**src/rtl/vga_sync_decoder.sv**
```systemverilog
// vga_sync_decoder
//   Rebuilds pixel_x / pixel_y / active from incoming hsync/vsync and checks the
//   line/frame timing against the configured VGA geometry.  Locks after
//   LOCK_FRAMES clean frames and drops lock (with a timing_error pulse) on the
//   first deviation.  All outputs are registered and lag the sync inputs by two
//   clock cycles.
//   Optional feature macro: VGA_SYNC_DEC_ERRCNT_EN enables the saturating
//   timing-error counter on err_count; otherwise err_count is tied to zero.
module vga_sync_decoder #(
    parameter int unsigned H_ACTIVE    = 640,
    parameter int unsigned H_FP        = 16,
    parameter int unsigned H_SYNC      = 96,
    parameter int unsigned H_BP        = 48,
    parameter int unsigned V_ACTIVE    = 480,
    parameter int unsigned V_FP        = 10,
    parameter int unsigned V_SYNC      = 2,
    parameter int unsigned V_BP        = 33,
    parameter bit          SYNC_POL    = 1'b0,
    parameter int unsigned LOCK_FRAMES = 2
) (
    input  logic        clk_25MHz,
    input  logic        rst,
    input  logic        hsync_in,
    input  logic        vsync_in,
    output logic [9:0]  pixel_x,
    output logic [9:0]  pixel_y,
    output logic        active,
    output logic        frame_start,
    output logic        locked,
    output logic        timing_error,
    output logic [15:0] line_len,
    output logic [7:0]  err_count
);

    localparam int unsigned H_TOTAL = H_ACTIVE + H_FP + H_SYNC + H_BP;
    localparam int unsigned V_TOTAL = V_ACTIVE + V_FP + V_SYNC + V_BP;

    // Column/line that the leading sync edges mark, and the one after it
    localparam logic [9:0] H_REF   = 10'(H_ACTIVE + H_FP);
    localparam logic [9:0] V_REF   = 10'(V_ACTIVE + V_FP);
    localparam logic [9:0] H_LAST  = 10'(H_TOTAL - 1);
    localparam logic [9:0] V_LAST  = 10'(V_TOTAL - 1);
    localparam logic [9:0] H_ACT_L = 10'(H_ACTIVE);
    localparam logic [9:0] V_ACT_L = 10'(V_ACTIVE);
    localparam logic [7:0] FRAMES_TGT = 8'(LOCK_FRAMES);

    localparam logic [1:0] ST_SEARCH  = 2'd0;
    localparam logic [1:0] ST_H_ALIGN = 2'd1;
    localparam logic [1:0] ST_V_CHECK = 2'd2;
    localparam logic [1:0] ST_LOCKED  = 2'd3;

    logic        hs_q, vs_q, hs_d, vs_d;
    logic        hs_edge, vs_edge;
    logic [9:0]  h_cnt, v_cnt;
    logic        h_wrap;
    logic [9:0]  h_inc, v_inc, h_next, v_next;
    logic        h_pos_ok, v_pos_ok;
    logic        h_seen, v_seen;
    logic        h_miss, v_miss, h_bad, v_bad;
    logic [1:0]  state, state_n;
    logic [7:0]  frames_ok, frames_n;
    logic        h_ok, h_ok_n;
    logic        lock_err;
    logic        at_origin;
    logic        locked_n;
    logic [15:0] len_cnt;

    // Register the sync inputs once, keep one more stage for edge detection
    always_ff @(posedge clk_25MHz or posedge rst) begin
        if (rst) begin
            hs_q <= ~SYNC_POL;
            vs_q <= ~SYNC_POL;
            hs_d <= ~SYNC_POL;
            vs_d <= ~SYNC_POL;
        end else begin
            hs_q <= hsync_in;
            vs_q <= vsync_in;
            hs_d <= hs_q;
            vs_d <= vs_q;
        end
    end

    assign hs_edge = (hs_q == SYNC_POL) && (hs_d != SYNC_POL);
    assign vs_edge = (vs_q == SYNC_POL) && (vs_d != SYNC_POL);

    // Free-running position, then the reloads the sync edges impose
    always_comb begin
        h_wrap = (h_cnt == H_LAST);
        h_inc  = h_wrap ? '0 : h_cnt + 10'd1;
        if (h_wrap)
            v_inc = (v_cnt == V_LAST) ? '0 : v_cnt + 10'd1;
        else
            v_inc = v_cnt;
        // vsync reload wins over the line increment caused by an h wrap
        h_next   = hs_edge ? H_REF : h_inc;
        v_next   = vs_edge ? V_REF : v_inc;
        h_pos_ok = (h_inc == H_REF);
        v_pos_ok = (v_inc == V_REF);
        // A missing edge is declared once the counter has moved past the
        // reference point without an edge having been seen at it
        h_miss   = !hs_edge && (h_cnt == H_REF) && !h_seen;
        v_miss   = !vs_edge && h_wrap && (v_cnt == V_REF) && !v_seen;
        h_bad    = (hs_edge && !h_pos_ok) || h_miss;
        v_bad    = (vs_edge && !v_pos_ok) || v_miss;
    end

    // Position counters and the per-line / per-frame "edge seen" flags
    always_ff @(posedge clk_25MHz or posedge rst) begin
        if (rst) begin
            h_cnt  <= '0;
            v_cnt  <= '0;
            h_seen <= 1'b0;
            v_seen <= 1'b0;
        end else begin
            h_cnt <= h_next;
            v_cnt <= v_next;
            if (hs_edge)
                h_seen <= 1'b1;
            else if (h_cnt == H_REF)
                h_seen <= 1'b0;
            if (vs_edge)
                v_seen <= 1'b1;
            else if (h_wrap && (v_cnt == V_REF))
                v_seen <= 1'b0;
        end
    end

    // Lock acquisition / supervision state machine
    always_comb begin
        state_n  = state;
        frames_n = frames_ok;
        h_ok_n   = h_ok;
        lock_err = 1'b0;
        case (state)
            ST_SEARCH: begin
                if (hs_edge) begin
                    state_n = ST_H_ALIGN;
                    h_ok_n  = 1'b0;
                end
            end
            ST_H_ALIGN: begin
                if (hs_edge)
                    h_ok_n = h_pos_ok;
                if (vs_edge) begin
                    state_n  = ST_V_CHECK;
                    frames_n = '0;
                end
            end
            ST_V_CHECK: begin
                if (hs_edge)
                    h_ok_n = h_pos_ok;
                if (h_bad || v_bad) begin
                    state_n = ST_H_ALIGN;
                    h_ok_n  = 1'b0;
                end else if (vs_edge) begin
                    if (!h_ok_n) begin
                        state_n = ST_H_ALIGN;
                    end else begin
                        frames_n = frames_ok + 8'd1;
                        if (frames_n == FRAMES_TGT)
                            state_n = ST_LOCKED;
                    end
                end
            end
            ST_LOCKED: begin
                if (h_bad || v_bad) begin
                    lock_err = 1'b1;
                    state_n  = ST_SEARCH;
                end
            end
            default: state_n = ST_SEARCH;
        endcase
    end

    // FSM state register
    always_ff @(posedge clk_25MHz or posedge rst) begin
        if (rst) begin
            state     <= ST_SEARCH;
            frames_ok <= '0;
            h_ok      <= 1'b0;
        end else begin
            state     <= state_n;
            frames_ok <= frames_n;
            h_ok      <= h_ok_n;
        end
    end

    // locked rises only at the first (0,0) after the FSM reaches LOCKED
    always_comb begin
        at_origin = (h_next == '0) && (v_next == '0);
        locked_n  = (state == ST_LOCKED) && !lock_err && (locked || at_origin);
    end

    // Registered pixel-domain outputs
    always_ff @(posedge clk_25MHz or posedge rst) begin
        if (rst) begin
            pixel_x      <= '0;
            pixel_y      <= '0;
            active       <= 1'b0;
            frame_start  <= 1'b0;
            locked       <= 1'b0;
            timing_error <= 1'b0;
        end else begin
            pixel_x      <= locked_n ? h_next : '0;
            pixel_y      <= locked_n ? v_next : '0;
            active       <= locked_n && (h_next < H_ACT_L) && (v_next < V_ACT_L);
            frame_start  <= locked_n && at_origin;
            locked       <= locked_n;
            timing_error <= lock_err;
        end
    end

    // hsync-to-hsync period measurement; once the running count saturates the
    // reported length goes to 0xFFFF without waiting for an edge that may never come
    always_ff @(posedge clk_25MHz or posedge rst) begin
        if (rst) begin
            len_cnt  <= '0;
            line_len <= '0;
        end else begin
            if (hs_edge) begin
                len_cnt  <= '0;
                line_len <= (len_cnt == 16'hFFFF) ? 16'hFFFF : len_cnt + 16'd1;
            end else begin
                if (len_cnt != 16'hFFFF)
                    len_cnt <= len_cnt + 16'd1;
                else
                    line_len <= 16'hFFFF;
            end
        end
    end

`ifdef VGA_SYNC_DEC_ERRCNT_EN
    // Saturating count of timing errors, cleared only by reset
    always_ff @(posedge clk_25MHz or posedge rst) begin
        if (rst)
            err_count <= '0;
        else if (lock_err && (err_count != 8'hFF))
            err_count <= err_count + 8'd1;
    end
`else
    assign err_count = '0;
`endif

endmodule

```
**config.mk**
```make
export PLATFORM = sky130hd
export DESIGN_NAME = vga_sync_decoder
export DESIGN_NICKNAME = d
export VERILOG_FILES = /design/src/rtl/vga_sync_decoder.sv
export SDC_FILE = /design/constraint.sdc
export NUM_CORES = 1
export LEC_CHECK = 0
export ABC_CLOCK_PERIOD_IN_PS = 3900
export CAP_MARGIN = 0
export CELL_PAD_IN_SITES_DETAIL_PLACEMENT = 0
export CELL_PAD_IN_SITES_GLOBAL_PLACEMENT = 2
export CORE_MARGIN = 2
export CORE_UTILIZATION = 36
export DETAILED_ROUTE_END_ITERATION = 10
export PLACE_DENSITY_LB_ADDON = 0.1
export SYNTH_ARGS = -nofsm -noshare
export SYNTH_HDL_FRONTEND = slang
export SYNTH_SLANG_ARGS = --single-unit
```
**constraint.sdc**
```tcl
create_clock -name clk_25MHz -period 3.9 [get_ports clk_25MHz]
set_clock_uncertainty 0.1 [all_clocks]
set_input_delay 0.585 -clock clk_25MHz [delete_from_list [all_inputs] [get_ports clk_25MHz]]
set_output_delay 0.585 -clock clk_25MHz [all_outputs]
set_load 0.005 [all_outputs]
```
==> qor.tcl <==
set qor(timing.reg2reg.worst_path_depth) 10
set qor(fin_setup_tns_ns) 0
set qor(worstPathRequired_ns) 4.03
set qor(netSwitchingFraction) 0.292
set qor(power_report.internal_total_w) 0.00165
set qor(switchingPower_w) 0.000680
set qor(max_freq_mhz) 278
set qor(antenna_violating_nets_left) 0
set qor(irDropWorstVdd_mv) 0.205
set qor(synth_cells) 509
set qor(arrival_time_of_the_worst_setup_path_ns) 3.73
set qor(setup.worst_path.end) {frames_ok[2]}
set qor(synthTopCellsByCount) {sky130_fd_sc_hd__dfrtp_1 (89), sky130_fd_sc_hd__nand2_1 (50), sky130_fd_sc_hd__nor2_1 (44)}
set qor(die_w_um) 120
set qor(cp-start-kind) {flip-flop}
set qor(fin_util) 0.432
set qor(gr-usage-met3) 0.0363
set qor(core_area_um2) 13200
set qor(cts-root-buf) {sky130_fd_sc_hd__clkbuf_16}
set qor(grt_max_degree) 59
set qor(hold_depth) 0
set qor(avgViaCountPerCell) 5.34
set qor(synth.distinct_cells) 66
set qor(detailroute.via_count) 3863
set qor(clock_tree.htree_level_count) 3
set qor(cts.clk_slew.worst_paths_ns) 0.06
set qor(synthDominantAreaCellType) {sky130_fd_sc_hd__dfrtp_1}
set qor(detailed_route_wire_length_per_cell_um) 15.9
set qor(grt_usage) 0.171
set qor(grt_overflow) 0
set qor(number_of_rows_in_the_core_area) 42
set qor(grt_pass1_wl_um) 19300
set qor(worst_r2r_endpoint) {frames_ok[2]}
set qor(p_per_area_nw_per_um2) 408
set qor(power.combinational.fraction) 0.172
set qor(ctsResizeCount) 0
set qor(cts_inserted_buffers) 9
set qor(yosys_most_used_dff) {sky130_fd_sc_hd__dfrtp_1}
set qor(post_synth_main_area_contributors) {sky130_fd_sc_hd__dfrtp_1 (46%), sky130_fd_sc_hd__nand2_1 (3.9%), sky130_fd_sc_hd__nand3_1 (3.6%), sky130_fd_sc_hd__nor2_1 (3.4%), sky130_fd_sc_hd__ha_1 (3.1%)}
set qor(crit_start) {h_cnt[0]}
set qor(synth_area_per_cell_um2) 9.55
set qor(via_count_of_the_first_global_routing_pass) 3730
set qor(cts_hold_repair.buffers) 0
set qor(met1_usage) 0.228
set qor(number_of_placed_i_o_pins) 52
set qor(maxCapViolations) 0
set qor(yosys_register_bits) 93
set qor(final_nets) 559
set qor(slew_violations) 0
set qor(die-area_um2) 14400
set qor(worst_hold_path_type) {reg -> reg}
set qor(worst-slew-pin-transition_ns) 1.05
set qor(number_of_synthesized_flops_with_an_enable_pin) 0
set qor(critical_path_peak_fanout) 15
set qor(slew_headroom) 0.300
set qor(drt_first_pass_iters) 4
set qor(clkSinkCount) 93
set qor(setup_viol) 0
set qor(r2r_path_start) {h_cnt[0]}
set qor(critical_path_class) {reg -> reg}
set qor(period_minus_slack_ns) 3.59
set qor(yosysWarnings) 0
set qor(grt.met2_usage) 0.266
set qor(port_buffers) 43
set qor(cts_post_setup_buffers_inserted) 0
set qor(clk_latency_ns) 0.35
set qor(outcome) {completed}
set qor(syn_to_final_growth_pct) 17.2
set qor(share_clk_of_total_power) 0.350
set qor(yosys.cell_count.top_type) {sky130_fd_sc_hd__dfrtp_1}
set qor(final_min_period_over_clock_period) 0.921
set qor(post_route_cells_drive_above_1_share) 0.0766
set qor(asyncSetResetFlopFracSynth) 1.00
set qor(synth_area_um2) 4860
set qor(drt_wl_total_um) 11500
set qor(antennaDiodeCount) 0
set qor(die_y_um) 120
set qor(drtIter0Drc) 233
set qor(cts_tree) {done}
set qor(netlist.area_leader.share) 0.458
set qor(maximum_root_to_sink_buffer_count) 2
set qor(place.detailed.hpwl_um) 8060
set qor(drc_errors) 0
set qor(synth_seq_area_share) 0.480
set qor(global_route.peak_usage_layer) {met2}
set qor(static-leakage-power_nw) 2.50
set qor(share_seq_of_total_power) 0.478
set qor(timing.reg2reg.setup_slack_ns) 0.31
set qor(rsz0062_at_grt) {false}
set qor(finalHoldViolCount) 0
set qor(final_gp_congestion) 0.832
set qor(worstSetupEndpointType) {flip-flop}
set qor(antenna_found_initial) 0
set qor(start_util) 0.369
==> flip-flops by register name, summed over array words and instances (netlist names), 2 cells and up <==
signal and flops:
frames_ok 8, pixel_x 10, line_len 16, state 2, len_cnt 16, h_cnt 10, pixel_y 10, v_cnt 10
==> worst min-delay path by stage <==
stage	startpoint	end	slack (ns)
5_1_grt	vs_q	vs_d	0.28
3_3_place_gp	vs_q	vs_d	0.26
2_1_floorplan	hs_q	hs_d	0.26
6_report	vs_q	vs_d	0.28
3_5_place_dp	vs_q	vs_d	0.27
4_1_cts	vs_q	vs_d	0.28
==> layer usage <==
metal / up-vias / routed length, µm
met4: 0 / 325
li1: 1859 / -
met3: 21 / 479
met5: - / 0
met2: 110 / 5270
met1: 1873 / 5430
==> cells by family (layout without fill, tap and decap cells) <==
family | count (synthesis) | in the layout | synth area share
adder cells (fa/ha/maj) | 12 | 12 | 0.0309
buffers and inverters | 61 | 93 | 0.0577
flip-flops | 93 | 93 | 0.480
XOR/XNOR | 26 | 26 | 0.0468
multiplexers | 5 | 5 | 0.0106
other | 1 | 8 | 0.000771
AND/OR/NAND/NOR | 223 | 223 | 0.246
AO/OA/AOI/OAI | 88 | 88 | 0.127
==> critical path, cell delays in order (launching register included) <==
cell and delay (ns):
sky130_fd_sc_hd__dfrtp_1 0.47, sky130_fd_sc_hd__ha_1 0.34, sky130_fd_sc_hd__and3_2 0.29, sky130_fd_sc_hd__nand3_4 0.17
sky130_fd_sc_hd__o41a_1 0.48, sky130_fd_sc_hd__or3_4 0.41, sky130_fd_sc_hd__nor4_4 0.33, sky130_fd_sc_hd__buf_4 0.20
sky130_fd_sc_hd__nand4_4 0.14, sky130_fd_sc_hd__and2_4 0.25, sky130_fd_sc_hd__a211o_1 0.29
==> stage by stage <==
step | setup slack (ns) | hold slack [ns] | instance area (µm²) | total power, W | std cells
after global routing | 0.110 | 0.284 | 5700 | 0.00247 | 724
final | 0.307 | 0.278 | 5700 | 0.00233 | 724
after detailed placement | 0.318 | 0.270 | 5430 | 0.00153 | 708
after CTS | 0.303 | 0.279 | 5700 | 0.00236 | 724
after floorplan | 0.675 | 0.258 | 4890 | 0.00141 | 516
after global placement | 0.395 | 0.261 | 5430 | 0.00153 | 708
==> cell usage in the layout (no fill, tap or decap), types with 8 or more instances in the layout <==
cell type,count
sky130_fd_sc_hd__a21oi_1,25
sky130_fd_sc_hd__and3_1,13
sky130_fd_sc_hd__buf_4,10
sky130_fd_sc_hd__clkbuf_16,9
sky130_fd_sc_hd__clkdlybuf4s50_1,43
sky130_fd_sc_hd__conb_1,8
sky130_fd_sc_hd__dfrtp_1,89
sky130_fd_sc_hd__ha_1,12
sky130_fd_sc_hd__inv_1,23
sky130_fd_sc_hd__nand2_1,50
sky130_fd_sc_hd__nand3_1,35
sky130_fd_sc_hd__nand4_1,13
sky130_fd_sc_hd__nor2_1,44
sky130_fd_sc_hd__nor3_1,20
sky130_fd_sc_hd__nor4_1,9
sky130_fd_sc_hd__o211ai_1,14
sky130_fd_sc_hd__o21ai_0,8
sky130_fd_sc_hd__xnor2_1,11
sky130_fd_sc_hd__xor2_1,15
==> cell type report <==
type	count	area [µm²]
Fill cell	1291	7490
Sequential cell	93	2330
Multi-Input combinational cell	362	2280
Timing Repair Buffer	53	505
Clock buffer	13	250
Tap cell	176	220
Inverter	24	92.6
Clock inverter	3	21.3
==> power by group through the flow <==
stage          Sequential, W  Combinational [W]  Clock, W
2_1_floorplan        0.00110           0.000316         0
3_3_place_gp         0.00113           0.000401         0
3_5_place_dp         0.00113           0.000406         0
4_1_cts              0.00111           0.000407  0.000842
5_1_grt              0.00112           0.000458  0.000888
6_report             0.00111           0.000400  0.000814
No activity file was read; power rests on OpenSTA's default activity.
